### src/rtl/lcd_pkg.sv
// lcd_pkg: opcodes, decoder states, colour constants and default window limits for the LCD SPI command decoder.
package lcd_pkg;
  localparam logic [7:0] OP_SWRESET = 8'h01;
  localparam logic [7:0] OP_SLPIN   = 8'h10;
  localparam logic [7:0] OP_SLPOUT  = 8'h11;
  localparam logic [7:0] OP_DISPOFF = 8'h28;
  localparam logic [7:0] OP_DISPON  = 8'h29;
  localparam logic [7:0] OP_CASET   = 8'h2A;
  localparam logic [7:0] OP_RASET   = 8'h2B;
  localparam logic [7:0] OP_RAMWR   = 8'h2C;
  localparam logic [7:0] OP_COLMOD  = 8'h3A;

  localparam logic [7:0] COLMOD_RST = 8'h55;

  localparam logic [15:0] RGB565_BLACK = 16'h0000;
  localparam logic [15:0] RGB565_RED   = 16'hF800;
  localparam logic [15:0] RGB565_GREEN = 16'h07E0;
  localparam logic [15:0] RGB565_BLUE  = 16'h001F;
  localparam logic [15:0] RGB565_WHITE = 16'hFFFF;

  localparam int DEF_WIDTH  = 240;
  localparam int DEF_HEIGHT = 320;

  typedef enum logic [2:0] {
    ST_IDLE, ST_COLMOD_P, ST_CASET_P, ST_RASET_P, ST_PIXEL, ST_IGNORE
  } dec_state_e;

  // raise a backwards end up to start first, then clamp to the panel edge
  function automatic logic [8:0] fix_end(input logic [8:0] s, input logic [8:0] e, input logic [8:0] lim);
    logic [8:0] t;
    t = (e < s) ? s : e;
    return (t > lim) ? lim : t;
  endfunction
endpackage

### src/rtl/lcd_spi_byte_rx.sv
// lcd_spi_byte_rx: synchronises the SPI pins, detects sclk rising edges and assembles MSB-first bytes.
module lcd_spi_byte_rx
  import lcd_pkg::*;
#(
  parameter int SYNC_STAGES = 2
) (
  input  logic       clk,
  input  logic       rst_n,
  input  logic       sclk,
  input  logic       mosi,
  input  logic       cs,
  input  logic       dc,
  output logic       stb,
  output logic [7:0] rx_byte,
  output logic       rx_dc,
  output logic       cs_s
);
  logic [SYNC_STAGES-1:0][3:0] sync_q, sync_d;
  logic [3:0] s;
  logic       sclk_d1_q, rise;
  logic [2:0] cnt_q, cnt_d;
  logic [7:0] shift_q, shift_d;
  assign s       = sync_q[SYNC_STAGES-1];
  assign rise    = s[3] & ~sclk_d1_q;
  assign cs_s    = s[1];
  assign rx_dc   = s[0];
  assign rx_byte = {shift_q[6:0], s[2]};
  // the 8th edge still delivers even if cs rises in the same cycle
  assign stb     = rise & (cnt_q == 3'd7);
  always_comb begin
    sync_d[0] = {sclk, mosi, cs, dc};
    for (int i = 1; i < SYNC_STAGES; i++) sync_d[i] = sync_q[i-1];
    cnt_d   = cs_s ? 3'd0 : rise ? cnt_q + 3'd1 : cnt_q;
    shift_d = (rise && !cs_s) ? rx_byte : shift_q;
  end
  always_ff @(posedge clk or negedge rst_n) begin
    if (!rst_n) begin
      sync_q    <= {SYNC_STAGES{4'b0010}};
      sclk_d1_q <= 1'b0;
      cnt_q     <= 3'd0;
      shift_q   <= 8'd0;
    end else begin
      sync_q    <= sync_d;
      sclk_d1_q <= s[3];
      cnt_q     <= cnt_d;
      shift_q   <= shift_d;
    end
  end
endmodule

### src/rtl/lcd_spi_cmd_decoder.sv
// lcd_spi_cmd_decoder: ST7789-style command decoder producing addressed pixel writes from the LCD SPI link.
// Optional LCD_DEC_FRAME_SUM_EN adds a per-frame wrapping colour sum on frame_sum.
module lcd_spi_cmd_decoder
  import lcd_pkg::*;
#(
  parameter int SYNC_STAGES = 2,
  parameter int LCD_WIDTH   = DEF_WIDTH,
  parameter int LCD_HEIGHT  = DEF_HEIGHT
) (
  input  logic        clk,
  input  logic        rst_n,
  input  logic        lcd_sclk,
  input  logic        lcd_mosi,
  input  logic        lcd_cs,
  input  logic        lcd_dc,
  output logic        byte_valid,
  output logic [7:0]  byte_data,
  output logic        byte_is_data,
  output logic        cmd_valid,
  output logic [7:0]  cmd_code,
  output logic        pix_valid,
  output logic [7:0]  pix_x,
  output logic [8:0]  pix_y,
  output logic [15:0] pix_color,
  output logic        frame_done,
  output logic        disp_on,
  output logic        sleep_out,
`ifdef LCD_DEC_FRAME_SUM_EN
  output logic [15:0] frame_sum,
`endif
  output logic [7:0]  colmod
);
  localparam logic [7:0] XMAX = 8'(LCD_WIDTH - 1);
  localparam logic [8:0] YMAX = 9'(LCD_HEIGHT - 1);
  logic       rx_stb, rx_dc, cs_s;
  logic [7:0] rx_byte;
  dec_state_e state_q, state_d;
  logic [1:0]  idx_q, idx_d;
  logic [7:0]  hi_q, hi_d;
  logic [8:0]  tmp_q, tmp_d;
  logic        half_q, half_d;
  logic [7:0]  xs_q, xs_d, xe_q, xe_d, x_q, x_d;
  logic [8:0]  ys_q, ys_d, ye_q, ye_d, y_q, y_d;
  logic        bv_q, bv_d, bd_q, bd_d, cv_q, cv_d, pv_q, pv_d, fd_q, fd_d;
  logic        don_q, don_d, slp_q, slp_d;
  logic [7:0]  bdat_q, bdat_d, cc_q, cc_d, px_q, px_d, cm_q, cm_d;
  logic [8:0]  py_q, py_d;
  logic [15:0] pc_q, pc_d;
`ifdef LCD_DEC_FRAME_SUM_EN
  logic [15:0] acc_q, acc_d, fs_q, fs_d, pix_sum;
  assign pix_sum   = acc_q + {hi_q, rx_byte};
  assign frame_sum = fs_q;
`endif
  lcd_spi_byte_rx #(.SYNC_STAGES(SYNC_STAGES)) u_rx (
    .clk(clk), .rst_n(rst_n), .sclk(lcd_sclk), .mosi(lcd_mosi), .cs(lcd_cs), .dc(lcd_dc),
    .stb(rx_stb), .rx_byte(rx_byte), .rx_dc(rx_dc), .cs_s(cs_s)
  );
  assign byte_valid = bv_q;   assign byte_data = bdat_q; assign byte_is_data = bd_q;
  assign cmd_valid  = cv_q;   assign cmd_code  = cc_q;   assign pix_valid    = pv_q;
  assign pix_x      = px_q;   assign pix_y     = py_q;   assign pix_color    = pc_q;
  assign frame_done = fd_q;   assign disp_on   = don_q;  assign sleep_out    = slp_q;
  assign colmod     = cm_q;
  always_comb begin
    state_d = state_q; idx_d = idx_q; hi_d = hi_q; tmp_d = tmp_q; half_d = half_q;
    xs_d = xs_q; xe_d = xe_q; x_d = x_q; ys_d = ys_q; ye_d = ye_q; y_d = y_q;
    bv_d = rx_stb; bd_d = bd_q; bdat_d = bdat_q; cv_d = 1'b0; cc_d = cc_q;
    pv_d = 1'b0; fd_d = 1'b0; px_d = px_q; py_d = py_q; pc_d = pc_q;
    don_d = don_q; slp_d = slp_q; cm_d = cm_q;
`ifdef LCD_DEC_FRAME_SUM_EN
    acc_d = acc_q; fs_d = fs_q;
`endif
    if (rx_stb) begin
      bdat_d = rx_byte;
      bd_d   = rx_dc;
      if (!rx_dc) begin
        cv_d = 1'b1; cc_d = rx_byte; state_d = ST_IDLE; idx_d = 2'd0; half_d = 1'b0;
        case (rx_byte)
          OP_SWRESET: begin
            don_d = 1'b0; slp_d = 1'b0; cm_d = COLMOD_RST;
            xs_d = 8'd0; xe_d = XMAX; ys_d = 9'd0; ye_d = YMAX; x_d = 8'd0; y_d = 9'd0;
            px_d = 8'd0; py_d = 9'd0; pc_d = RGB565_BLACK;
`ifdef LCD_DEC_FRAME_SUM_EN
            acc_d = 16'd0; fs_d = 16'd0;
`endif
          end
          OP_SLPIN:   slp_d = 1'b0;
          OP_SLPOUT:  slp_d = 1'b1;
          OP_DISPOFF: don_d = 1'b0;
          OP_DISPON:  don_d = 1'b1;
          OP_COLMOD:  state_d = ST_COLMOD_P;
          OP_CASET:   state_d = ST_CASET_P;
          OP_RASET:   state_d = ST_RASET_P;
          OP_RAMWR: begin
            state_d = ST_PIXEL; x_d = xs_q; y_d = ys_q;
`ifdef LCD_DEC_FRAME_SUM_EN
            acc_d = 16'd0;
`endif
          end
          default:    state_d = ST_IGNORE;
        endcase
      end else begin
        case (state_q)
          ST_COLMOD_P: begin
            cm_d = rx_byte; state_d = ST_IDLE;
          end
          ST_CASET_P, ST_RASET_P: begin
            idx_d = idx_q + 2'd1;
            hi_d  = idx_q[0] ? hi_q : rx_byte;
            tmp_d = (idx_q == 2'd1) ? {hi_q[0], rx_byte} : tmp_q;
            if (idx_q == 2'd3) begin
              state_d = ST_IDLE;
              xs_d = (state_q == ST_CASET_P) ? tmp_q[7:0] : xs_q;
              xe_d = (state_q == ST_CASET_P) ? 8'(fix_end({1'b0, tmp_q[7:0]}, {1'b0, rx_byte}, {1'b0, XMAX})) : xe_q;
              ys_d = (state_q == ST_RASET_P) ? tmp_q : ys_q;
              ye_d = (state_q == ST_RASET_P) ? fix_end(tmp_q, {hi_q[0], rx_byte}, YMAX) : ye_q;
            end
          end
          ST_PIXEL: begin
            half_d = ~half_q;
            hi_d   = half_q ? hi_q : rx_byte;
            if (half_q) begin
              pv_d = 1'b1; pc_d = {hi_q, rx_byte}; px_d = x_q; py_d = y_q;
`ifdef LCD_DEC_FRAME_SUM_EN
              acc_d = pix_sum;
`endif
              x_d = (x_q == xe_q) ? xs_q : x_q + 8'd1;
              if (x_q == xe_q) begin
                y_d  = (y_q == ye_q) ? ys_q : y_q + 9'd1;
                fd_d = (y_q == ye_q);
`ifdef LCD_DEC_FRAME_SUM_EN
                acc_d = (y_q == ye_q) ? 16'd0 : pix_sum;
                fs_d  = (y_q == ye_q) ? pix_sum : fs_q;
`endif
              end
            end
          end
          default: ;
        endcase
      end
    end
    if (cs_s) half_d = 1'b0;
  end
  always_ff @(posedge clk or negedge rst_n) begin
    if (!rst_n) begin
      state_q <= ST_IDLE; idx_q <= 2'd0; hi_q <= 8'd0; tmp_q <= 9'd0; half_q <= 1'b0;
      xs_q <= 8'd0; xe_q <= XMAX; x_q <= 8'd0; ys_q <= 9'd0; ye_q <= YMAX; y_q <= 9'd0;
      bv_q <= 1'b0; bd_q <= 1'b0; bdat_q <= 8'd0; cv_q <= 1'b0; cc_q <= 8'd0;
      pv_q <= 1'b0; fd_q <= 1'b0; px_q <= 8'd0; py_q <= 9'd0; pc_q <= 16'd0;
      don_q <= 1'b0; slp_q <= 1'b0; cm_q <= COLMOD_RST;
`ifdef LCD_DEC_FRAME_SUM_EN
      acc_q <= 16'd0; fs_q <= 16'd0;
`endif
    end else begin
      state_q <= state_d; idx_q <= idx_d; hi_q <= hi_d; tmp_q <= tmp_d; half_q <= half_d;
      xs_q <= xs_d; xe_q <= xe_d; x_q <= x_d; ys_q <= ys_d; ye_q <= ye_d; y_q <= y_d;
      bv_q <= bv_d; bd_q <= bd_d; bdat_q <= bdat_d; cv_q <= cv_d; cc_q <= cc_d;
      pv_q <= pv_d; fd_q <= fd_d; px_q <= px_d; py_q <= py_d; pc_q <= pc_d;
      don_q <= don_d; slp_q <= slp_d; cm_q <= cm_d;
`ifdef LCD_DEC_FRAME_SUM_EN
      acc_q <= acc_d; fs_q <= fs_d;
`endif
    end
  end
endmodule

### config.mk
export PLATFORM = sky130hd
export DESIGN_NAME = lcd_spi_cmd_decoder
export DESIGN_NICKNAME = d
export VERILOG_FILES = /design/src/rtl/lcd_pkg.sv /design/src/rtl/lcd_spi_byte_rx.sv /design/src/rtl/lcd_spi_cmd_decoder.sv
export SDC_FILE = /design/constraint.sdc
export NUM_CORES = 1
export LEC_CHECK = 0
export ABC_AREA = 1
export CORE_ASPECT_RATIO = 1.2
export CORE_MARGIN = 5
export CORE_UTILIZATION = 35
export CTS_CLUSTER_DIAMETER = 30
export DETAILED_ROUTE_END_ITERATION = 10
export HOLD_SLACK_MARGIN = 0.08
export SLEW_MARGIN = 40
export SYNTH_ARGS = -nofsm -noshare
export SYNTH_HDL_FRONTEND = slang
export SYNTH_SLANG_ARGS = --single-unit
### constraint.sdc
create_clock -name clk -period 2.1 [get_ports clk]
set_input_delay 0.525 -clock clk [delete_from_list [all_inputs] [get_ports clk]]
set_output_delay 0.525 -clock clk [all_outputs]
set_load 0.05 [all_outputs]
==> flow_metrics.tcl, run 1 <==
set metrics [dict create \
    multi_input_area_mm2 0.003099 \
    grt_usage_pct 17.40 \
    antenna_found_initial 0 \
    syn_to_final_growth_pct 25.49 \
    port_buffers 69 \
    place_hpwl_um 14830 \
    rows 58 \
    grt_pass1_wl_um 32930 \
    first_global_vias 5962 \
    synth_nets 884 \
    place.gp.congestion 0.8988 \
    startpoint_type "register" \
    rsz0062_at_grt "no" \
    r2r_cells 5 \
    seq_area_mm2 0.003954 \
    hold_viol_final 0 \
    dpl_worst_slack_ns -0.05425 \
    ir_worst_vdd_uv 678.0 \
    crit_fanout 9 \
    max_freq_ghz 0.5071 \
    clockBufferDepth 2 \
    worstSetupPathType "register to register" \
    r2r-end "frame_done" \
    start_util_pct 35.54 \
    synth_top_area_share_pct 46.16 \
    drc 0 \
    period_share_pct 93.91 \
    maxCapViolCount 0 \
    core_area_mm2 0.02090 \
    die_area_mm2 0.02425 \
    wl_um 20320 \
    die_h_um 169.6 \
    pin_count 70 \
    place_area_mm2 0.008730 \
    p_sw_share_pct 29.50 \
    vias 6151 \
    synth-edff-count 0 \
    synthMostInstantiatedCell "nand2_1" \
    power.internal_w 0.005161 \
    power.share.clock_pct 39.8 \
    clock-sinks 157 \
    hold_class "register to register" \
    syn-cell-area_mm2 0.007427 \
    synth_seq_cells 157 \
    power_frac_comb_pct 17.7 \
    synth.area.top_cells "dfrtp_1 46%, nand2_1 12%, o21ai_0 7.2%" \
    synth_cell_types 45 \
    ant_nets 0 \
    async_flop_share_pct 100.0 \
    setup_viol 0 \
    worstHoldStart "u_rx.sync_d[4]" \
    root_buffer "clkbuf_16" \
    wl_per_cell_um 16.14 \
    fin_tns_setup_ns 0 \
    synth_top_area_cell "dfrtp_1" \
    crit_path_end_kind "register" \
    ff2ff_setup_slack_ns 0.13 \
    fillCellCount 2085 \
    tritoncts "done" \
    power.leakage_nw 4.622 \
    grt_overflow_total 0 \
    fin_ws_ns 0.1278 \
    dominantRegCellSynth "dfrtp_1" \
    nets 996 \
    syn-mean-instance-area_um2 8.596 \
    drive_gt1_share_pct 17.59 \
    grt_max_degree 67 \
    power_density_mw_per_mm2 785.5 \
    die_w_um 143.0 \
    fin_crit_ns 1.972 \
    drtIter0Drc 338 \
    p_total_w 0.007321 \
    hold_path_end "u_rx.s[0]" \
    synthCells 864 \
    maxSlewHeadroom_pct 64.83 \
    stdcell_area_mm2 0.009320 \
    worstSkewPairLatency_ns 0.43 \
    drt_first_pass_iters 4 \
    seq_power_share_pct 42.5 \
    outcome "finished, final reports clean" \
    r2r_start "ye_q[5]" \
    clkTransAtPathRegs_ns 0.06 \
    routed_via_density 4.886 \
    cp.required_ns 2.37 \
    yosys_warnings 0 \
    cts_buffers 17 \
    switchingPower_w 0.002160 \
    whs_ns 0.3540 \
    synth_common_cells "242 x nand2_1, 137 x dfrtp_1, 107 x o21ai_0, 71 x inv_1, 43 x nand3_1" \
    yosysSeqAreaShare_pct 53.23 \
    tightest_slew_ns 0.5296 \
    min_path_cells 0 \
    crit_arrival_ns 2.24 \
    drv_slew 0 \
    htree_levels 4 \
    skew_ns 0.008134 \
    antennaDiodeCount 0 \
]
## routing by layer
metal | routed length, um | global-route usage [%] | share of wire [%] | up-vias
met1 | 9251 | 23.28 | 46 | 2937
met4 | 295 | 4.961 | 1.5 | 0
li1 | - | - | - | 3076
met5 | 0 | 0 | 0 | -
met2 | 10080 | 28.76 | 50 | 115
met3 | 698 | 3.382 | 3.4 | 23
## logic make-up after synthesis
family	count (synthesis)	synth area share [%]
buffers and inverters	114	6.115
XOR/XNOR	20	2.359
AO/OA/AOI/OAI	186	13.90
AND/OR/NAND/NOR	373	22.04
adder cells (fa/ha/maj)	14	2.359
flip-flops	157	53.23
## layout by cell type, fill, tap and decap left out, types with 9 or more instances in the layout
| master | count |
|---|---|
| nand2_1 | 236 |
| xnor2_1 | 11 |
| o21ai_0 | 105 |
| clkbuf_16 | 17 |
| nand3_1 | 41 |
| buf_4 | 69 |
| dfstp_2 | 20 |
| dlygate4sd2_1 | 46 |
| inv_1 | 70 |
| ha_1 | 12 |
| nor2_1 | 39 |
| o31ai_1 | 16 |
| xor2_1 | 9 |
| nand2_2 | 10 |
| a21oi_1 | 35 |
| dfrtp_1 | 137 |
## registers in the layout, indices dropped and copies added, names as in the netlist, 4 cells and up
| register | cells |
|---|---|
| u_rx.shift_q | 7 |
| u_rx.sync_d | 4 |
| colmod | 8 |
| pix_y | 9 |
| xs_q | 8 |
| cmd_code | 8 |
| y_q | 9 |
| tmp_q | 9 |
| pix_x | 8 |
| xe_q | 8 |
| ys_q | 9 |
| u_rx.s | 4 |
| x_q | 8 |
| pix_color | 16 |
| ye_q | 9 |
| hi_q | 8 |
| byte_data | 8 |
## worst max path at each step
stage	from	endpoint	cells after the start	slack, ns
after global placement	ye_q[5]	frame_done	5	-0.06
after global routing	ye_q[5]	y_q[6]	8	0.006
after detailed placement	ye_q[5]	frame_done	5	-0.05
after CTS	cmd_valid	cmd_valid	1	0.003
after floorplan	u_rx.shift_q[3]	ye_q[0]	10	0.23
final	ye_q[5]	frame_done	5	0.13
## cell type report
type / instances / share of cell area (%)
clock buffers: 19 / 4.645
clock inverters: 13 / 1.262
inverters: 81 / 3.262
multi-input cells: 593 / 33.25
flip-flops and latches: 157 / 42.42
well taps: 270 / 3.625
repair buffers: 126 / 11.53
## worst max-delay path: stages, from the launching register on
cell	delay (ns)
dfstp_2	0.54
xnor2_1	0.11
nand3_1	0.11
nor3_2	0.43
nand2_2	0.24
nor4_2	0.38
## per-stage QoR
stage                     cells  utilization (%)
final                      1259            44.59
after global routing       1259            44.59
after CTS                  1258            44.26
after detailed placement   1225            41.77
after global placement     1225            41.77
after floorplan             864                -
## power by group through the flow
stage                     registers (W)  clock network, W  logic, W
after floorplan                 0.00316                 0  0.000733
after global placement          0.00316                 0   0.00123
after detailed placement        0.00316                 0   0.00123
after CTS                       0.00311           0.00298   0.00125
after global routing            0.00311           0.00313   0.00144
final                           0.00311           0.00291   0.00130
## repair_timing
action,in CTS,in global routing
buffers inserted,0,1
resized for setup,50,15
hold buffers,1,0
endpoints found under the hold margin,34,0
setup endpoints to repair,49,20
Power figures use the tool's default switching activity.
==> inputs of run 2 (changes only) <==
Settings changed: CORE_UTILIZATION 35 to 50, CTS_CLUSTER_DIAMETER 30 to default, PLACE_DENSITY from default to 0.71.
==> run 2 against run 1 <==
Net effect:
- critical path depth increased by 7
- worst setup slack improved by 0.0084 ns
- core utilization increased by 20 points
- worst hold slack got worse by 0.0042 ns
==> flow_metrics.tcl, run 2 (synthesis results as in run 1) <==
set metrics [dict create \
    grt_overflow_total 0 \
    die_w_um 121.3 \
    fin_crit_ns 1.964 \
    vias 6204 \
    port_buffers 69 \
    clkTransAtPathRegs_ns 0.07 \
    core_area_mm2 0.01447 \
    grt_max_degree 50 \
    cp_common_cell "nand2_1" \
    maxSlewHeadroom_pct 65.05 \
    crit_path_end_kind "register" \
    cts_buffers 17 \
    r2r_start "tmp_q[7]" \
    wl_per_cell_um 16.59 \
    hold_class "register to register" \
    drt_first_pass_iters 6 \
    wl_met1_um 8119 \
    antennaDiodeCount 0 \
    outcome "finished, final reports clean" \
    grt_usage_pct 23.98 \
    power.leakage_nw 4.673 \
    routed.top_layer "met4" \
    start_util_pct 51.31 \
    setup_viol 0 \
    drc 0 \
    skew_ns 0.009729 \
    grt_pass1_wl_um 32040 \
    wl_um 19690 \
    slowest_delay_ns 0.38 \
    fillCellCount 1251 \
    syn_to_final_growth_pct 25.08 \
    first_global_vias 6160 \
    cp.required_ns 2.47 \
    largest_reg_flops 16 \
    tritoncts "done" \
    place_area_mm2 0.008650 \
    root_buffer "clkbuf_16" \
    drtIter0Drc 415 \
    final_common_cell "nand2_1" \
    clockBufferDepth 2 \
    maxCapViolCount 0 \
    crit_chain "inv_1 -> ha_1 -> nand2_1 -> nor2_1 -> nand3_1 -> nand3_2 -> buf_4 -> nand2_1 -> o21ai_1 -> nand3_1 -> nand2_1 -> inv_1" \
    rows 48 \
    drv_slew 0 \
    ant_nets 0 \
    wl_met3_um 756 \
    routed_via_density 5.227 \
    crit_arrival_ns 2.33 \
    clock-sinks 157 \
    tightest_slew_ns 0.5264 \
    pin_count 70 \
    cp-startpoint "tmp_q[7]" \
    htree_levels 4 \
    hold_viol_final 0 \
    place.gp.congestion 0.9688 \
    met2_length_um 10050 \
    worstSkewPairLatency_ns 0.43 \
    max_freq_ghz 0.5092 \
    drive_gt1_share_pct 16.31 \
    antenna_found_initial 0 \
    stdcell_area_mm2 0.009290 \
    ir_worst_vdd_uv 559.4 \
    die_h_um 143.5 \
    fin_cells 1187 \
    cpMaxStageDelayCell "dfrtp_1" \
    nets 994 \
    worstHoldStart "u_rx.sync_d[7]" \
    place_inst 1152 \
    period_share_pct 93.52 \
    place_hpwl_um 14400 \
    final_cell_mix "239 x nand2_1, 135 x dfrtp_1, 102 x o21ai_0" \
    crit_fanout 12 \
    startpoint_type "register" \
    worstSetupPathType "register to register" \
    die_area_mm2 0.01740 \
    power_density_mw_per_mm2 832.2 \
]
==> run 2: changes by cell type in the layout (fill, tap and decap cells not counted), sizes merged <==
| cell | previous run | this run |
|---|---|---|
| buf | 74 | 65 |
| dlygate4sd2 | 46 | 54 |
| clkinvlp | 5 | 0 |
| inv | 81 | 85 |
| bufinv | 1 | 4 |
| clkbuf | 19 | 18 |
| clkinv | 7 | 6 |
| dlymetal6s2s | 1 | 0 |
==> run 2: power breakdown <==
group / internal (W) / switching [W]
Clock: 0.00207 / 0.00132
Sequential: 0.00307 / 0.0000450
Combinational: 0.000417 / 0.000804
==> run 2: critical path, delay by kind of cell (launching register included) <==
family,cells,cell delay (ns)
adders and majority gates,1,0.33
DFF,1,0.38
buffers and inverters,3,0.32
and+or+nand+nor,7,0.77
AOI/OAI and AO/OA,1,0.10
==> run 2: area by class of cell <==
| class | instances | area (um2) | share of cell area (%) |
|---|---|---|---|
| multi-input cells | 593 | 3040 | 32.73 |
| inverters | 81 | 304.0 | 3.273 |
| well taps | 200 | 250.2 | 2.694 |
| flip-flops and latches | 157 | 3956 | 42.59 |
| repair buffers | 124 | 1077 | 11.60 |
| clock buffers | 18 | 439.2 | 4.727 |
| clock inverters | 14 | 222.7 | 2.397 |
==> run 2: timing repair <==
action	in CTS	in global routing
endpoints found under the hold margin	41	0
endpoints found under the setup margin	54	14
hold buffers	1	0
buffers inserted	0	2
gates resized for setup	54	13
cloned	0	0
pin swaps	0	1
==> run 2: final timing paths <==
check                          endpoint  slack, ns  depth (start not counted)
hold reg to reg               u_rx.s[3]       0.35                          0
hold / removal                u_rx.s[3]       0.35                          0
max in group asynchronous       xe_q[5]       0.86                          3
setup reg to reg                ye_q[1]       0.14                         12
setup / recovery                ye_q[1]       0.14                         12
min in group asynchronous  byte_data[2]       0.59                          2
==> run 2: per-stage QoR <==
step	hold WS [ns]	setup WS (ns)	utilization (%)	setup TNS (ns)	power (W)
floorplan	0.2294	0.2281	-	0	0.003896
global placement	0.3319	0.09718	59.76	0	0.004334
detailed placement	0.3371	0.07599	59.76	0	0.004340
CTS	0.3527	0.06012	63.93	0	0.007761
global route	0.3668	-0.02327	64.19	-0.03287	0.008101
finish	0.3498	0.1362	64.19	0	0.007731
==> run 2: metal layers <==
layer | GRT usage, % | vias up
met5 | 0 | -
met3 | 4.882 | 46
li1 | - | 3072
met4 | 11.45 | 0
met2 | 41.80 | 155
met1 | 28.44 | 2931
